--- src/rtl/md_pkg.sv ---
// Shared types and constants for the 3x3 determinant front end.
// Row layout: [15:0]=col0, [31:16]=col1, [47:32]=col2.
package md_pkg;

    localparam int ELEM_W        = 16;
    localparam int ROW_W         = 48;
    localparam int ELEMS_PER_MAT = 9;
    localparam int LAST_IDX      = 8;

    typedef enum logic [1:0] {
        IDLE,
        STREAM,
        WAIT_LOW
    } feeder_state_e;

    function automatic logic [ELEM_W-1:0] col_sel(
        input logic [ROW_W-1:0] row,
        input logic [1:0]       c
    );
        unique case (1'b1)
            c == 2'd1: col_sel = row[31:16];
            c == 2'd2: col_sel = row[47:32];
            default:   col_sel = row[15:0];
        endcase
    endfunction

endpackage

--- src/rtl/matrix_row_feeder_row_fifo.sv ---
// Row FIFO with head and head+1 read ports.
// Pointers wrap at DEPTH; a push is refused whenever the FIFO is full.
module row_fifo
    import md_pkg::*;
#(
    parameter  int DEPTH = 4,
    localparam int LW    = $clog2(DEPTH + 1)
) (
    input  logic             clk,
    input  logic             rst_n,
    input  logic             push_i,
    input  logic [ROW_W-1:0] data_i,
    input  logic             pop_i,
    output logic [ROW_W-1:0] head_o,
    output logic [ROW_W-1:0] next_o,
    output logic [LW-1:0]    level_o,
    output logic             full_o,
    output logic             empty_o
);

    localparam int PW = (DEPTH > 1) ? $clog2(DEPTH) : 1;

    logic [ROW_W-1:0] mem_q [DEPTH];
    logic [PW-1:0]    wptr_q;
    logic [PW-1:0]    rptr_q;
    logic [LW-1:0]    level_q;
    logic             push_ok;
    logic             pop_ok;

    function automatic logic [PW-1:0] inc(input logic [PW-1:0] p);
        return (p == PW'(DEPTH - 1)) ? '0 : p + 1'b1;
    endfunction

    assign full_o  = (level_q == LW'(DEPTH));
    assign empty_o = (level_q == '0);
    assign level_o = level_q;
    assign head_o  = mem_q[rptr_q];
    assign next_o  = mem_q[inc(rptr_q)];
    assign push_ok = push_i && !full_o;
    assign pop_ok  = pop_i && !empty_o;

    always_ff @(posedge clk or negedge rst_n) begin
        if (!rst_n) begin
            for (int i = 0; i < DEPTH; i++) mem_q[i] <= '0;
            wptr_q  <= '0;
            rptr_q  <= '0;
            level_q <= '0;
        end else begin
            if (push_ok) begin
                mem_q[wptr_q] <= data_i;
                wptr_q        <= inc(wptr_q);
            end
            if (pop_ok) rptr_q <= inc(rptr_q);
            case ({push_ok, pop_ok})
                2'b10:   level_q <= level_q + 1'b1;
                2'b01:   level_q <= level_q - 1'b1;
                default: level_q <= level_q;
            endcase
        end
    end

endmodule

--- src/rtl/matrix_row_feeder.sv ---
// Serialises buffered 3-row matrices into a gap-free stream of nine
// elements for the determinant unit, paced by mat_request.
module matrix_row_feeder
    import md_pkg::*;
#(
    parameter  int DEPTH = 4,
    localparam int LW    = $clog2(DEPTH + 1)
) (
    input  logic              clk,
    input  logic              rst_n,
    input  logic [ROW_W-1:0]  row_data,
    input  logic              row_valid,
    output logic              row_ready,
    output logic [ELEM_W-1:0] mat_in,
    output logic              mat_valid,
    input  logic              mat_request,
    output logic [LW-1:0]     fifo_level,
    output logic [15:0]       mat_count,
    output logic              proto_err
);

    feeder_state_e     state_q;
    logic [3:0]        idx_q;
    logic [1:0]        col_q;
    logic [ELEM_W-1:0] mat_in_q;
    logic              mat_valid_q;
    logic [15:0]       mat_count_q;
    logic              proto_err_q;

    logic [ROW_W-1:0]  head_row;
    logic [ROW_W-1:0]  next_row;
    logic [LW-1:0]     level;
    logic              full;
    logic              empty;
    logic              pop;
    logic              last;
    logic              start;
    logic [1:0]        col_nxt;
    logic [ELEM_W-1:0] elem_nxt;

    row_fifo #(.DEPTH(DEPTH)) u_fifo (
        .clk     (clk),
        .rst_n   (rst_n),
        .push_i  (row_valid),
        .data_i  (row_data),
        .pop_i   (pop),
        .head_o  (head_row),
        .next_o  (next_row),
        .level_o (level),
        .full_o  (full),
        .empty_o (empty)
    );

    assign row_ready  = !full;
    assign fifo_level = level;
    assign mat_in     = mat_in_q;
    assign mat_valid  = mat_valid_q;
    assign mat_count  = mat_count_q;
    assign proto_err  = proto_err_q;

    assign last    = (idx_q == 4'(LAST_IDX));
    assign start   = (level >= LW'(3)) && mat_request;
    assign pop     = (state_q == STREAM) && (col_q == 2'd2);
    assign col_nxt = (col_q == 2'd2) ? 2'd0 : col_q + 2'd1;
    // After col2 the head is being popped, so the next element comes from head+1.
    assign elem_nxt = col_sel((col_q == 2'd2) ? next_row : head_row, col_nxt);

    always_ff @(posedge clk or negedge rst_n) begin
        if (!rst_n) begin
            state_q     <= IDLE;
            idx_q       <= '0;
            col_q       <= '0;
            mat_in_q    <= '0;
            mat_valid_q <= 1'b0;
            mat_count_q <= '0;
            proto_err_q <= 1'b0;
        end else begin
            case (state_q)
                IDLE: begin
                    if (start) begin
                        state_q     <= STREAM;
                        mat_in_q    <= col_sel(head_row, 2'd0);
                        mat_valid_q <= 1'b1;
                        idx_q       <= '0;
                        col_q       <= '0;
                    end
                end
                STREAM: begin
                    if (!mat_request && !last) proto_err_q <= 1'b1;
                    if (!last) begin
                        idx_q    <= idx_q + 4'd1;
                        col_q    <= col_nxt;
                        mat_in_q <= elem_nxt;
                    end else begin
                        mat_valid_q <= 1'b0;
                        mat_count_q <= mat_count_q + 16'd1;
                        idx_q       <= '0;
                        col_q       <= '0;
                        state_q     <= WAIT_LOW;
                    end
                end
                WAIT_LOW: begin
                    if (!mat_request) state_q <= IDLE;
                end
                default: state_q <= IDLE;
            endcase
        end
    end

endmodule
--- config.mk ---
export PLATFORM = sky130hd
export DESIGN_NAME = matrix_row_feeder
export DESIGN_NICKNAME = d
export VERILOG_FILES = /design/src/rtl/md_pkg.sv /design/src/rtl/matrix_row_feeder_row_fifo.sv /design/src/rtl/matrix_row_feeder.sv
export SDC_FILE = /design/constraint.sdc
export NUM_CORES = 1
export LEC_CHECK = 0
export CORE_MARGIN = 2
export CORE_UTILIZATION = 40
export CTS_CLUSTER_SIZE = 14
export DETAILED_ROUTE_END_ITERATION = 7
export SLEW_MARGIN = 20
export SYNTH_ARGS = -nofsm -noshare
export SYNTH_HDL_FRONTEND = slang
export SYNTH_HIERARCHICAL = 1
export SYNTH_SLANG_ARGS = --single-unit
--- constraint.sdc ---
create_clock -name clk -period 2.6 [get_ports clk]
set_clock_uncertainty 0.15 [all_clocks]
set_input_delay 0.26 -clock clk [delete_from_list [all_inputs] [get_ports clk]]
set_output_delay 0.26 -clock clk [all_outputs]
set_load 0.01 [all_outputs]
# Word level (Yosys, flattened, before mapping)
# Index checks and enable logic that the tools add are counted.
dict set report totals {
  ff_bits 241
  inputBits 52
  word_cells 95
}
dict set report op_classes {
  addsub 7
  magnitude_cmp 5
  n_eq_ne 15
  muxes 31
  bitwise 3
  n_reduce_logical 20
}
# cell n
set op_table {}
lappend op_table {{$mux 48} 6}
lappend op_table {{$bmux 48 s2} 2}
lappend op_table {{$bwmux 192} 1}
lappend op_table {{$demux 48 s2} 1}
lappend op_table {{$pmux 16 s2} 2}
lappend op_table {{$mux 16} 2}
lappend op_table {{$add 16x1->16 const B} 1}
lappend op_table {{$mux 2} 8}
lappend op_table {{$eq 2x2->1 const B} 6}
lappend op_table {{$ge 3x3->1 const B} 3}
lappend op_table {{$not 2->3} 3}
lappend op_table {{$reduce_and 3->1} 3}
lappend op_table {{$mux 4} 2}
lappend op_table {{$ne 2x2->1 const B} 4}
lappend op_table {{$pmux 4 s2} 1}
lappend op_table {{$add 2x1->2 const B} 3}
lappend op_table {{$eq 2x1->1 const B} 3}
lappend op_table {{$logic_and 1x1->1} 6}
lappend op_table {{$pmux 2 s3} 1}
lappend op_table {{$pmux 3 s2} 1}
lappend op_table {{$reduce_and 2->1} 3}
lappend op_table {{$add 4x1->4 const B} 1}
lappend op_table {{$eq 4x4->1 const B} 1}
lappend op_table {{$logic_not 1->1} 4}
lappend op_table {{11 further kinds} 13}

# Logic depth before layout (Yosys ltp)
# Gate-level depths: netlist of the first run.
dict set report depth {
  ltp_word 10
  ltp_mapped 11
  mapped_depth_nobuf 10
}

# Hierarchy
# Netlist of the first run, hierarchy kept.
# module instances cells_each area_per_inst_um2 seq_area_each_um2
set modules_own_cells {}
lappend modules_own_cells {row_fifo 1 564 9873.2 4979.8}
lappend modules_own_cells {matrix_row_feeder 1 232 2413.6 1051.0}

# Worst setup path before layout of the first run
# OpenSTA, ideal clock, no wires.
dict set report synth_path {
  path_type {register to register}
  startpoint {register u_fifo.rptr_q[1]}
  endpoint {register mat_in_q[11], in the netlist mat_in[11]}
  setup_ns 0.124
  t_arrival_ns 1.978
  path_slack_ns 0.348
  path_stages_with_launch 10
  n_path_buf 2
  cell_sequence {dfrtp_1 -> ha_1 -> nor2_1 -> buf_4 -> buf_6 -> mux4_2 -> nand3b_1 -> o21ai_0 -> a22oi_1 -> a21oi_2}
}
dict set report synth_between {
  elab_chain_len 10
}
# item line
set synth_lines {}
lappend synth_lines {{start: declaration} matrix_row_feeder_row_fifo.sv:25} ;# logic [PW-1:0] rptr_q;
lappend synth_lines {{start signal: assignment} matrix_row_feeder_row_fifo.sv:53} ;# if (pop_ok) rptr_q <= inc(rptr_q);
lappend synth_lines {{$add 2x1->2 / $eq 2x2->1 (equally long branches)} matrix_row_feeder_row_fifo.sv:31} ;# return (p == PW'(DEPTH - 1)) ? '0 : p + 1'b1;
lappend synth_lines {{$mux 2 (*)} matrix_row_feeder_row_fifo.sv:31}
lappend synth_lines {{$not 2->3 (not written as such) (*)} matrix_row_feeder_row_fifo.sv:38} ;# assign next_o = mem_q[inc(rptr_q)];
lappend synth_lines {{$bmux 48 s2 (*)} matrix_row_feeder_row_fifo.sv:38}
lappend synth_lines {{$mux 48 (not written as such) (*) (2 in a row)} matrix_row_feeder_row_fifo.sv:38}
lappend synth_lines {{named net next_row[11]} matrix_row_feeder.sv:31} ;# logic [ROW_W-1:0] next_row;
lappend synth_lines {{$mux 48 (*)} matrix_row_feeder.sv:66} ;# assign elem_nxt = col_sel((col_q == 2'd2) ? next_row : head_row, col_nxt);
lappend synth_lines {{$pmux 16 s2 (*)} md_pkg.sv:20} ;# unique case (1'b1)
lappend synth_lines {{$mux 16 (*)} matrix_row_feeder.sv:90} ;# if (!last) begin
lappend synth_lines {{$pmux 16 s2 (*)} matrix_row_feeder.sv:78} ;# case (state_q)
lappend synth_lines {{end signal: assignment} matrix_row_feeder.sv:82} ;# mat_in_q <= col_sel(head_row, 2'd0);
lappend synth_lines {{end signal: assignment} matrix_row_feeder.sv:93} ;# mat_in_q <= elem_nxt;
lappend synth_lines {{end: declaration} matrix_row_feeder.sv:25} ;# logic [ELEM_W-1:0] mat_in_q;
# Mark *: on every way through the listed nets, which the timed path passes. The rest lies on a longest branch. The select of a mux whose other input is x is not followed.
# A chain may end at the register's enable or synchronous reset.

# Worst setup path after layout of the first run
dict set report layout_path {
  startpoint {register u_fifo.level_q[0], in the netlist u_fifo/level_o[0]}
  endpoint {output row_ready}
}
dict set report layout_between {
  elab_chain_len 2
}
# item line
set layout_lines {}
lappend layout_lines {{start: declaration} matrix_row_feeder_row_fifo.sv:26} ;# logic [LW-1:0] level_q;
lappend layout_lines {{start signal: assignment} matrix_row_feeder_row_fifo.sv:55} ;# 2'b10: level_q <= level_q + 1'b1;
lappend layout_lines {{start signal: assignment} matrix_row_feeder_row_fifo.sv:56} ;# 2'b01: level_q <= level_q - 1'b1;
lappend layout_lines {{start signal: assignment} matrix_row_feeder_row_fifo.sv:57} ;# default: level_q <= level_q;
lappend layout_lines {{$eq 3x3->1} matrix_row_feeder_row_fifo.sv:34} ;# assign full_o = (level_q == LW'(DEPTH));
lappend layout_lines {{named net full} matrix_row_feeder.sv:33} ;# logic full;
lappend layout_lines {{$logic_not 1->1} matrix_row_feeder.sv:54} ;# assign row_ready = !full;
lappend layout_lines {{end: declaration} matrix_row_feeder.sv:13} ;# output logic row_ready,
# The timed path passes the listed nets, and every way through them passes these cells.

==> results of run 1 <==
## area by class of cell
| class | instances | area [sq um] | share of cell area [%] |
|---|---|---|---|
| flip-flops and latches | 241 | 6040 | 43.5 |
| multi-input cells | 455 | 5130 | 37.0 |
| repair buffers | 123 | 1300 | 9.39 |
| clock buffers | 39 | 791 | 5.70 |
| well taps | 384 | 480 | 3.46 |
| clock inverters | 8 | 82.6 | 0.595 |
| inverters | 13 | 48.8 | 0.352 |
## flip-flops by register name (all words and copies together) (netlist names)
register,count
mat_count,16
state_q,2
u_fifo/wptr_q,2
mat_valid,1
idx_q,4
col_q,2
proto_err,1
u_fifo/mem_q,192
u_fifo/rptr_q,2
mat_in,16
u_fifo/level_o,3
## path summary, 6_finish.rpt
kind,startpoint,end,slack (ns),cells after the start
worst max-delay path,u_fifo/level_o[0],row_ready,0.23,4
worst min-delay path,rst_n,u_fifo/mem_q[163],0.05,2
worst max register to register,u_fifo/rptr_q[1],mat_in[2],0.24,7
worst min register to register,mat_count[15],mat_count[15],0.33,1
max in group asynchronous,rst_n,u_fifo/rptr_q[1],1.49,3
min in group clk,mat_request,proto_err,0.21,2
## layer usage
layer  share of wire (%)  GRT usage (%)  up-vias
met5                   0              0        -
met4                 1.0           3.15        0
met3                 4.4           3.04       26
met2                  49           29.5      103
met1                  45           24.3     3498
li1                    -              -     3029
## power groups by stage
stage / clock, mW / combinational, mW / sequential, mW
2_1_floorplan: 0 / 6.45 / 6.47
4_1_cts: 3.83 / 8.88 / 6.77
3_5_place_dp: 0 / 8.86 / 6.82
5_1_grt: 4.00 / 9.44 / 7.03
6_report: 3.73 / 8.71 / 6.76
3_3_place_gp: 0 / 8.73 / 6.77
## worst register-to-register path, stage by stage, from the launching register on
cell	delay, ns
dfrtp_4	0.44
buf_12	0.27
mux4_2	0.60
mux2i_1	0.19
buf_4	0.17
o21ai_0	0.07
a22oi_1	0.28
a21oi_2	0.09
## what timing repair did
action / 4_1_cts / 5_1_grt
hold buffers: 1 / 0
endpoints found under the hold margin: 241 / 0
endpoints found under the setup margin: 0 / 0
==> flow_summary.json, run 1 <==
{
  "cts_num_sinks": 241,
  "grtUsageTotal_pct": 17.5,
  "critPathLaunchType": "flip-flop",
  "postPlaceCellArea_sq_um": 13000,
  "drv_slew": 0,
  "syn_nets": 823,
  "hp-class": "in -> async",
  "die_h_um": 174,
  "final_hold_viol_count": 0,
  "start_util_pct": 40.4,
  "layout_setup_ws_ns": 0.229,
  "antenna_found_initial": 0,
  "required_ns": 2.19,
  "grt_overflow_total": 0,
  "most-common-layout-cells": "dfrtp_1 (239), mux2_2 (197), clkdlybuf4s50_1 (88), mux4_2 (64), clkbuf_16 (27)",
  "fin_nets": 923,
  "peakVddDrop_mv": 0.684,
  "grt_pass1_wl_um": 41900,
  "die_area_sq_um": 30200,
  "num_antenna_cells": 0,
  "antenna_left": 0,
  "cts-root-buf": "clkbuf_16",
  "clock_power_share_pct": 19.4,
  "place_congestion": 0.713,
  "wl_per_cell_um": 20.4,
  "first_pass_iters": 4,
  "crit_fanout": 6,
  "comb_power_share_pct": 45.4,
  "worst-setup-path-type": "reg -> out",
  "fin_util_pct": 48.6,
  "setup_tns_ns": 0,
  "slowest_delay_ns": 0.47,
  "switching_share_pct": 33.1,
  "finalWirelength_um": 25800,
  "pre_cts_ws_ns": 0.256,
  "vias": 6656,
  "p_total_mw": 19.2,
  "cts_resized": 0,
  "nFillCells": 2544,
  "fin_crit_sh_pct": 91.2,
  "synthesis.instances": 761,
  "rows": 62,
  "die_w_um": 174,
  "avgSynthCellArea_sq_um": 15.2,
  "postCtsSetupBuffers": 0,
  "drive_gt1_share_pct": 42.2,
  "h-tree-depth": 1,
  "hpwlAfterDp_um": 16800,
  "relSlewSlack_pct": 64.2,
  "intPower_mw": 12.9,
  "drt_iter0_markers": 386,
  "yosysWarningCount": 6,
  "hold_ws_ns": 0.0501,
  "grt_max_degree": 77,
  "p_seq_share_pct": 35.2,
  "cp_slowest_cell": "dfrtp_1",
  "leakage_nw": 5.65,
  "cts_max_path_buffers": 3,
  "placeableCoreArea_sq_um": 28500,
  "powerDensity_nw_per_um2": 1380,
  "synthToLayoutAreaGrowth_pct": 20.2,
  "route.detailed.drc": 0,
  "viasPerCell": 5.27,
  "ioPinCount": 90,
  "final_common_cell": "dfrtp_1",
  "numPortBuffers": 89,
  "power.switching_mw": 6.35,
  "status": "complete, no violations",
  "period_minus_slack_ns": 2.37,
  "grt_pass1_vias": 7234,
  "maxCapViolCount": 0,
  "max_freq_mhz": 422,
  "rsz0062_at_grt": "false",
  "setup_viol_count_final": 0,
  "cts_made_buffers": 27,
  "worstPathArrival_ns": 1.96,
  "crit_buf_inv": 3,
  "syn_area_sq_um": 11500,
  "cp_cell_sequence": "nor3b_4 -> buf_4 -> inv_1 -> clkdlybuf4s50_1",
  "dp_cells": 1215,
  "cts_tree": "built",
  "crit_family": "buffers and inverters",
  "final_area_sq_um": 13900,
  "crit_path_end_kind": "output port",
  "insertion_delay_ns": 0.55,
  "tightest_slew_ns": 0.537,
  "finalNonFillerCells": 1263,
  "clk_pin_slew_ns": 0.06
}
Power figures use the tool's default switching activity.
==> run 2: changes to the inputs <==
--- a/config.mk
+++ b/config.mk
@@ -6,11 +6,11 @@
 export NUM_CORES = 1
 export LEC_CHECK = 0
 export CORE_MARGIN = 2
-export CORE_UTILIZATION = 40
+export CORE_UTILIZATION = 45
 export CTS_CLUSTER_SIZE = 14
 export DETAILED_ROUTE_END_ITERATION = 7
+export MAX_ROUTING_LAYER = met4
 export SLEW_MARGIN = 20
 export SYNTH_ARGS = -nofsm -noshare
 export SYNTH_HDL_FRONTEND = slang
-export SYNTH_HIERARCHICAL = 1
 export SYNTH_SLANG_ARGS = --single-unit
==> run 2 against run 1 <==
Effect of this change:
- wire length up 5.5%
- core utilization up 6.0 points
- register-to-register slack worse by 0.10 ns
- via count up 3.9%
- cell count down 5.6%
- critical endpoint is now mat_in[12]
- largest power group unchanged
- highest routed layer unchanged
==> flow_summary.json, run 2 <==
{
  "status": "complete, no violations",
  "numPortBuffers": 89,
  "cts_num_sinks": 241,
  "p_total_mw": 18.7,
  "ys_types": 47,
  "start_util_pct": 45.4,
  "worst-setup-path-type": "reg -> reg",
  "drv_slew": 0,
  "tightest_slew_ns": 0.700,
  "finalWirelength_um": 27200,
  "nFillCells": 2004,
  "placeableCoreArea_sq_um": 25000,
  "viasPerCell": 5.80,
  "powerDensity_nw_per_um2": 1370,
  "final_hold_viol_count": 0,
  "relSlewSlack_pct": 53.3,
  "hpwlAfterDp_um": 17800,
  "rows": 58,
  "grt_overflow_total": 0,
  "required_ns": 2.83,
  "setup_viol_count_final": 0,
  "clock_power_share_pct": 21.3,
  "cts-root-buf": "clkbuf_16",
  "grt_max_degree": 76,
  "num_antenna_cells": 0,
  "cts_made_buffers": 27,
  "synthToLayoutAreaGrowth_pct": 20.4,
  "ioPinCount": 90,
  "cts_tree": "built",
  "synth_edf_count": 0,
  "antenna_left": 0,
  "drive_gt1_share_pct": 42.8,
  "worstPathArrival_ns": 2.69,
  "ys.flop_type": "dfrtp_1",
  "first_pass_iters": 5,
  "peakVddDrop_mv": 0.765,
  "ys_ff_latch": 241,
  "ys_seq_area_share_pct": 53.2,
  "layout_setup_ws_ns": 0.140,
  "h-tree-depth": 1,
  "max_freq_mhz": 406,
  "crit_path_end_kind": "flip-flop",
  "synth.most_common_cell": "dfrtp_1",
  "yosysTopAreaCell": "dfrtp_1",
  "fin_crit_sh_pct": 94.6,
  "antenna_found_initial": 0,
  "die_w_um": 163,
  "hp-class": "in -> async",
  "rsz0062_at_grt": "false",
  "most-common-layout-cells": "mux2_2 (239), dfrtp_1 (239), clkdlybuf4s50_1 (88), mux4_2 (40), clkbuf_16 (27)",
  "period_minus_slack_ns": 2.46,
  "netlist_top_cells_area": "dfrtp_1 (53%), mux2_2 (24%), mux4_2 (8.0%)",
  "intPower_mw": 12.6,
  "grt_pass1_wl_um": 43200,
  "syn_area_sq_um": 11300,
  "avgSynthCellArea_sq_um": 15.3,
  "critPathLaunchType": "flip-flop",
  "cts_max_path_buffers": 3,
  "clk_pin_slew_ns": 0.06,
  "synth_top_area_share_pct": 53.2,
  "power.switching_mw": 6.07,
  "p_seq_share_pct": 36.3,
  "hold_ws_ns": 0.121,
  "pre_cts_ws_ns": 0.0691,
  "synthesis.instances": 741,
  "leakage_nw": 5.70,
  "setup_tns_ns": 0,
  "comb_power_share_pct": 42.4,
  "syn_nets": 803,
  "grt_pass1_vias": 7556,
  "insertion_delay_ns": 0.53,
  "drt_iter0_markers": 357,
  "largest_reg_flops": 192,
  "crit_fanout": 14,
  "die_h_um": 163,
  "fin_nets": 903,
  "die_area_sq_um": 26500,
  "switching_share_pct": 32.4,
  "place_congestion": 0.795,
  "maxCapViolCount": 0,
  "wl_per_cell_um": 22.8,
  "synth_top_cells_by_count": "dfrtp_1 (241), mux2_2 (239), mux4_2 (40), buf_2 (20), nand2_1 (18)",
  "grtUsageTotal_pct": 21.8,
  "route.detailed.drc": 0,
  "largest-register": "u_fifo.mem_q",
  "synthArstFlopShare_pct": 100,
  "vias": 6913,
  "yosysWarningCount": 0
}
[run 2: cell type report]
cell class	count	area (sq um)	share of cell area (%)
Sequential cell	241	6040	44.2
Multi-Input combinational cell	440	4950	36.3
Clock buffer	31	711	5.21
Tap cell	330	413	3.03
Inverter	12	45.0	0.330
Clock inverter	19	231	1.70
Timing Repair Buffer	119	1250	9.18
[run 2: worst paths after layout]
| kind | from | to | slack (ns) | cells past startpoint |
|---|---|---|---|---|
| min reg2reg | mat_count[15] | mat_count[15] | 0.33 | 1 |
| max in group asynchronous | rst_n | mat_in[3] | 1.38 | 3 |
| min | rst_n | mat_count[15] | 0.12 | 2 |
| max | u_fifo.rptr_q[0] | mat_in[12] | 0.14 | 6 |
| max reg2reg | u_fifo.rptr_q[0] | mat_in[12] | 0.14 | 6 |
| min in group clk | mat_request | proto_err | 0.21 | 2 |
[run 2: through the flow]
step / area [sq um] / util (%) / cells
floorplan: 11300 / - / 741
global placement: 12700 / 50.8 / 1141
detailed placement: 12700 / 50.8 / 1141
CTS: 13600 / 54.6 / 1192
global route: 13600 / 54.6 / 1192
finish: 13600 / 54.6 / 1192
[run 2: cell families after synthesis]
| family | Yosys count | share of synthesized area (%) |
|---|---|---|
| AOI/OAI and AO/OA | 60 | 3.94 |
| muxes | 294 | 34.2 |
| and+or+nand+nor | 56 | 2.68 |
| DFF | 241 | 53.2 |
| adders and majority gates | 10 | 1.17 |
| buffers and inverters | 60 | 3.18 |
| xor gates and xnor gates | 20 | 1.55 |
[run 2: repair_timing]
item,CTS,global route
setup endpoints to repair,0,3
gates resized for setup,0,4
hold endpoints to repair,68,0
hold buffers,1,0
setup buffers,0,0
[run 2: metal layers]
layer  vias to the layer above  GRT usage [%]  wire length, um
li1                       2995              -                -
met1                      3717           28.3            11800
met2                       160           36.6            13600
met3                        41           3.54             1150
met4                         0           4.99              569
met5                         -              -                0
[run 2: power groups by stage]
| stage | logic, mW | clock network (mW) | registers, mW |
|---|---|---|---|
| floorplan | 5.81 | 0 | 6.41 |
| global placement | 7.76 | 0 | 6.71 |
| detailed placement | 7.99 | 0 | 6.82 |
| CTS | 8.04 | 4.09 | 6.77 |
| global route | 8.56 | 4.24 | 7.01 |
| finish | 7.94 | 3.99 | 6.79 |
[run 2: worst max-delay path, cell delays in order (launching register included)]
cell	delay [ns]
dfrtp_4	0.49
ha_1	0.24
nor2_4	0.15
buf_12	0.17
mux2_2	0.35
a222oi_1	0.61
o21ai_0	0.15
==> run 3: changes to the inputs <==
--- a/config.mk
+++ b/config.mk
@@ -10,6 +10,8 @@
 export CTS_CLUSTER_SIZE = 14
 export DETAILED_ROUTE_END_ITERATION = 7
 export MAX_ROUTING_LAYER = met4
+export PLACE_DENSITY = 0.67
+export RECOVER_POWER = 100
 export SLEW_MARGIN = 20
 export SYNTH_ARGS = -nofsm -noshare
 export SYNTH_HDL_FRONTEND = slang
==> constraint.sdc (replaced) <==
create_clock -name clk -period 2.2 [get_ports clk]
set_clock_uncertainty 0.15 [all_clocks]
set_input_delay 0.22 -clock clk [delete_from_list [all_inputs] [get_ports clk]]
set_output_delay 0.22 -clock clk [all_outputs]
set_load 0.01 [all_outputs]
==> run 3 against run 2 <==
Effect of this change:
- the flow now finishes with violations (max-capacitance violations, max-slew violations, negative setup slack)
- sequential cell count is the same
- global-route usage up 0.22 points
- final area rose by 2.4%
- sequential power increased by 19%
- die area stayed put
- combinational power rose by 28%
- largest power group unchanged
- via count rose by 1.8%
- register-to-register slack worse by 0.19 ns
- hold slack better by 0.046 ns
- count of clock-buffer cells in the layout rose by 7
==> flow_summary.json, run 3 (synthesized netlist as in run 2, its figures left out) <==
{
  "slowest_delay_ns": 0.68,
  "drv_slew": 65,
  "grtUsageTotal_pct": 22.1,
  "rr_startpoint": "u_fifo.rptr_q[0]",
  "placeableCoreArea_sq_um": 25000,
  "final_hold_viol_count": 0,
  "hold_start": "mat_request",
  "cts_tree": "built",
  "status": "finished, violations left",
  "critPathLaunchType": "flip-flop",
  "antenna_left": 0,
  "hpwlAfterDp_um": 18300,
  "drive_gt1_share_pct": 44.2,
  "route.detailed.drc": 0,
  "fin_crit_sh_pct": 102,
  "die_w_um": 163,
  "rsz0062_at_grt": "true",
  "max_freq_mhz": 444,
  "most-common-layout-cells": "dfrtp_1 (239), mux2_2 (236), clkdlybuf4s50_1 (51), mux4_2 (43), dlygate4sd3_1 (38)",
  "required_ns": 2.43,
  "seq_area_sq_um": 6030,
  "viasPerCell": 5.76,
  "ioPinCount": 90,
  "clk_pin_slew_ns": 0.06,
  "largest_reg_flops": 192,
  "h-tree-depth": 1,
  "final_common_cell": "dfrtp_1",
  "crit_family": "compound AO/OA/AOI/OAI gates",
  "final_area_sq_um": 14000,
  "maxCapViolCount": 1,
  "synthToLayoutAreaGrowth_pct": 23.3,
  "cp_slowest_cell": "a222oi_1",
  "largest-register": "u_fifo.mem_q",
  "antenna_found_initial": 1,
  "cp_cell_sequence": "buf_12 -> buf_6 -> mux4_2 -> a222oi_1 -> o21ai_1",
  "tightest_slew_ns": 1.66,
  "rows": 58,
  "powerDensity_nw_per_um2": 1630,
  "nFillCells": 1972,
  "first_pass_iters": 5,
  "worstPathArrival_ns": 2.48,
  "postPlaceCellArea_sq_um": 12900,
  "die_h_um": 163,
  "vias": 7039,
  "start_util_pct": 45.4,
  "finalWirelength_um": 27600,
  "cts_num_sinks": 241,
  "crit_fanout": 6,
  "period_minus_slack_ns": 2.25,
  "layout_setup_ws_ns": -0.0545,
  "grt_pass1_vias": 7706,
  "hold_ws_ns": 0.168,
  "cts_made_buffers": 26,
  "fin_nets": 934,
  "numPortBuffers": 89,
  "worst-setup-path-type": "reg -> reg",
  "setup_tns_ns": -0.0725,
  "grt_max_degree": 68,
  "leakage_nw": 5.93,
  "die_area_sq_um": 26500,
  "multi_input_area_sq_um": 4960,
  "failed_checks": "max-capacitance violations, max-slew violations, negative setup slack",
  "drt_iter0_markers": 613,
  "place_congestion": 0.796,
  "crit_path_end_kind": "flip-flop",
  "cts-root-buf": "clkbuf_16",
  "setup_viol_count_final": 3,
  "grt_overflow_total": 0,
  "cts_max_path_buffers": 3,
  "hp-class": "in -> reg",
  "grt_pass1_wl_um": 43700,
  "rrSetupSlack_ns": -0.05,
  "relSlewSlack_pct": -10.7,
  "wl_per_cell_um": 22.6,
  "peakVddDrop_mv": 0.772,
  "insertion_delay_ns": 0.52,
  "critPathLaunch": "u_fifo.rptr_q[0]",
  "crit_buf_inv": 2
}
[run 3: cell types whose count changed in the layout (fill, tap and decap cells not counted), sizes merged, moves of 2 or more]
| cell | delta |
|---|---|
| clkbuf | +14 |
| buf | +25 |
| bufinv | -2 |
| dlygate4sd3 | +37 |
| clkdlybuf4s50 | -37 |
| clkinvlp | -3 |
| clkinv | -5 |
[run 3: area by class of cell]
class	count	share of cell area, %
Timing Repair Buffer	151	11.6
Tap cell	330	2.96
Antenna cell	1	0.0179
Inverter	12	0.322
Clock buffer	38	5.56
Sequential cell	241	43.2
Clock inverter	8	0.851
Multi-Input combinational cell	440	35.5
[run 3: worst reg2reg max path, stage by stage (launching register included)]
cell and delay [ns]:
dfrtp_2 0.41, buf_12 0.15, buf_6 0.12, mux4_2 0.50
a222oi_1 0.68, o21ai_1 0.11
[run 3: worst paths after layout]
path | cells after the start | end
setup / recovery | 5 | mat_in[1]
hold / removal | 2 | proto_err
setup reg to reg | 5 | mat_in[1]
hold reg to reg | 1 | mat_count[15]
max in group asynchronous | 2 | u_fifo.rptr_q[1]
min in group asynchronous | 2 | mat_count[15]
[run 3: where the power goes]
part | switching (mW) | total (mW) | internal, mW | leakage (nW)
registers | 1.45 | 8.07 | 6.62 | 2.89
clock network | 1.74 | 4.53 | 2.79 | 0.444
logic | 4.25 | 10.2 | 5.96 | 2.60
total | 7.44 | 22.8 | 15.4 | 5.93
[run 3: layer usage]
metal | GRT usage [%] | wire length [um] | share of wire, % | vias up
met2 | 36.0 | 13600 | 49 | 175
met3 | 3.11 | 1310 | 4.8 | 49
li1 | - | - | - | 3079
met4 | 6.88 | 663 | 2.4 | 0
met5 | - | 0 | 0 | -
met1 | 28.9 | 12000 | 43 | 3736
[run 3: timing repair]
item                                    4_1_cts  5_1_grt
hold buffers                                  1        0
pin swaps                                     9       13
cloned                                        1        0
endpoints found under the setup margin        6       16
resized for setup                            15       16
endpoints found under the hold margin       219        0
setup buffers                                 8        7
[run 3: metrics by stage]
step / utilization, % / total power [mW] / std cells / setup slack, ns
after floorplan: - / 14.5 / 741 / 0.134
after global placement: 51.8 / 17.4 / 1158 / -0.299
after detailed placement: 51.8 / 17.9 / 1158 / -0.271
after CTS: 55.9 / 22.8 / 1213 / -0.0869
after global routing: 56.0 / 24.0 / 1221 / -0.0943
final: 56.0 / 22.8 / 1221 / -0.0545
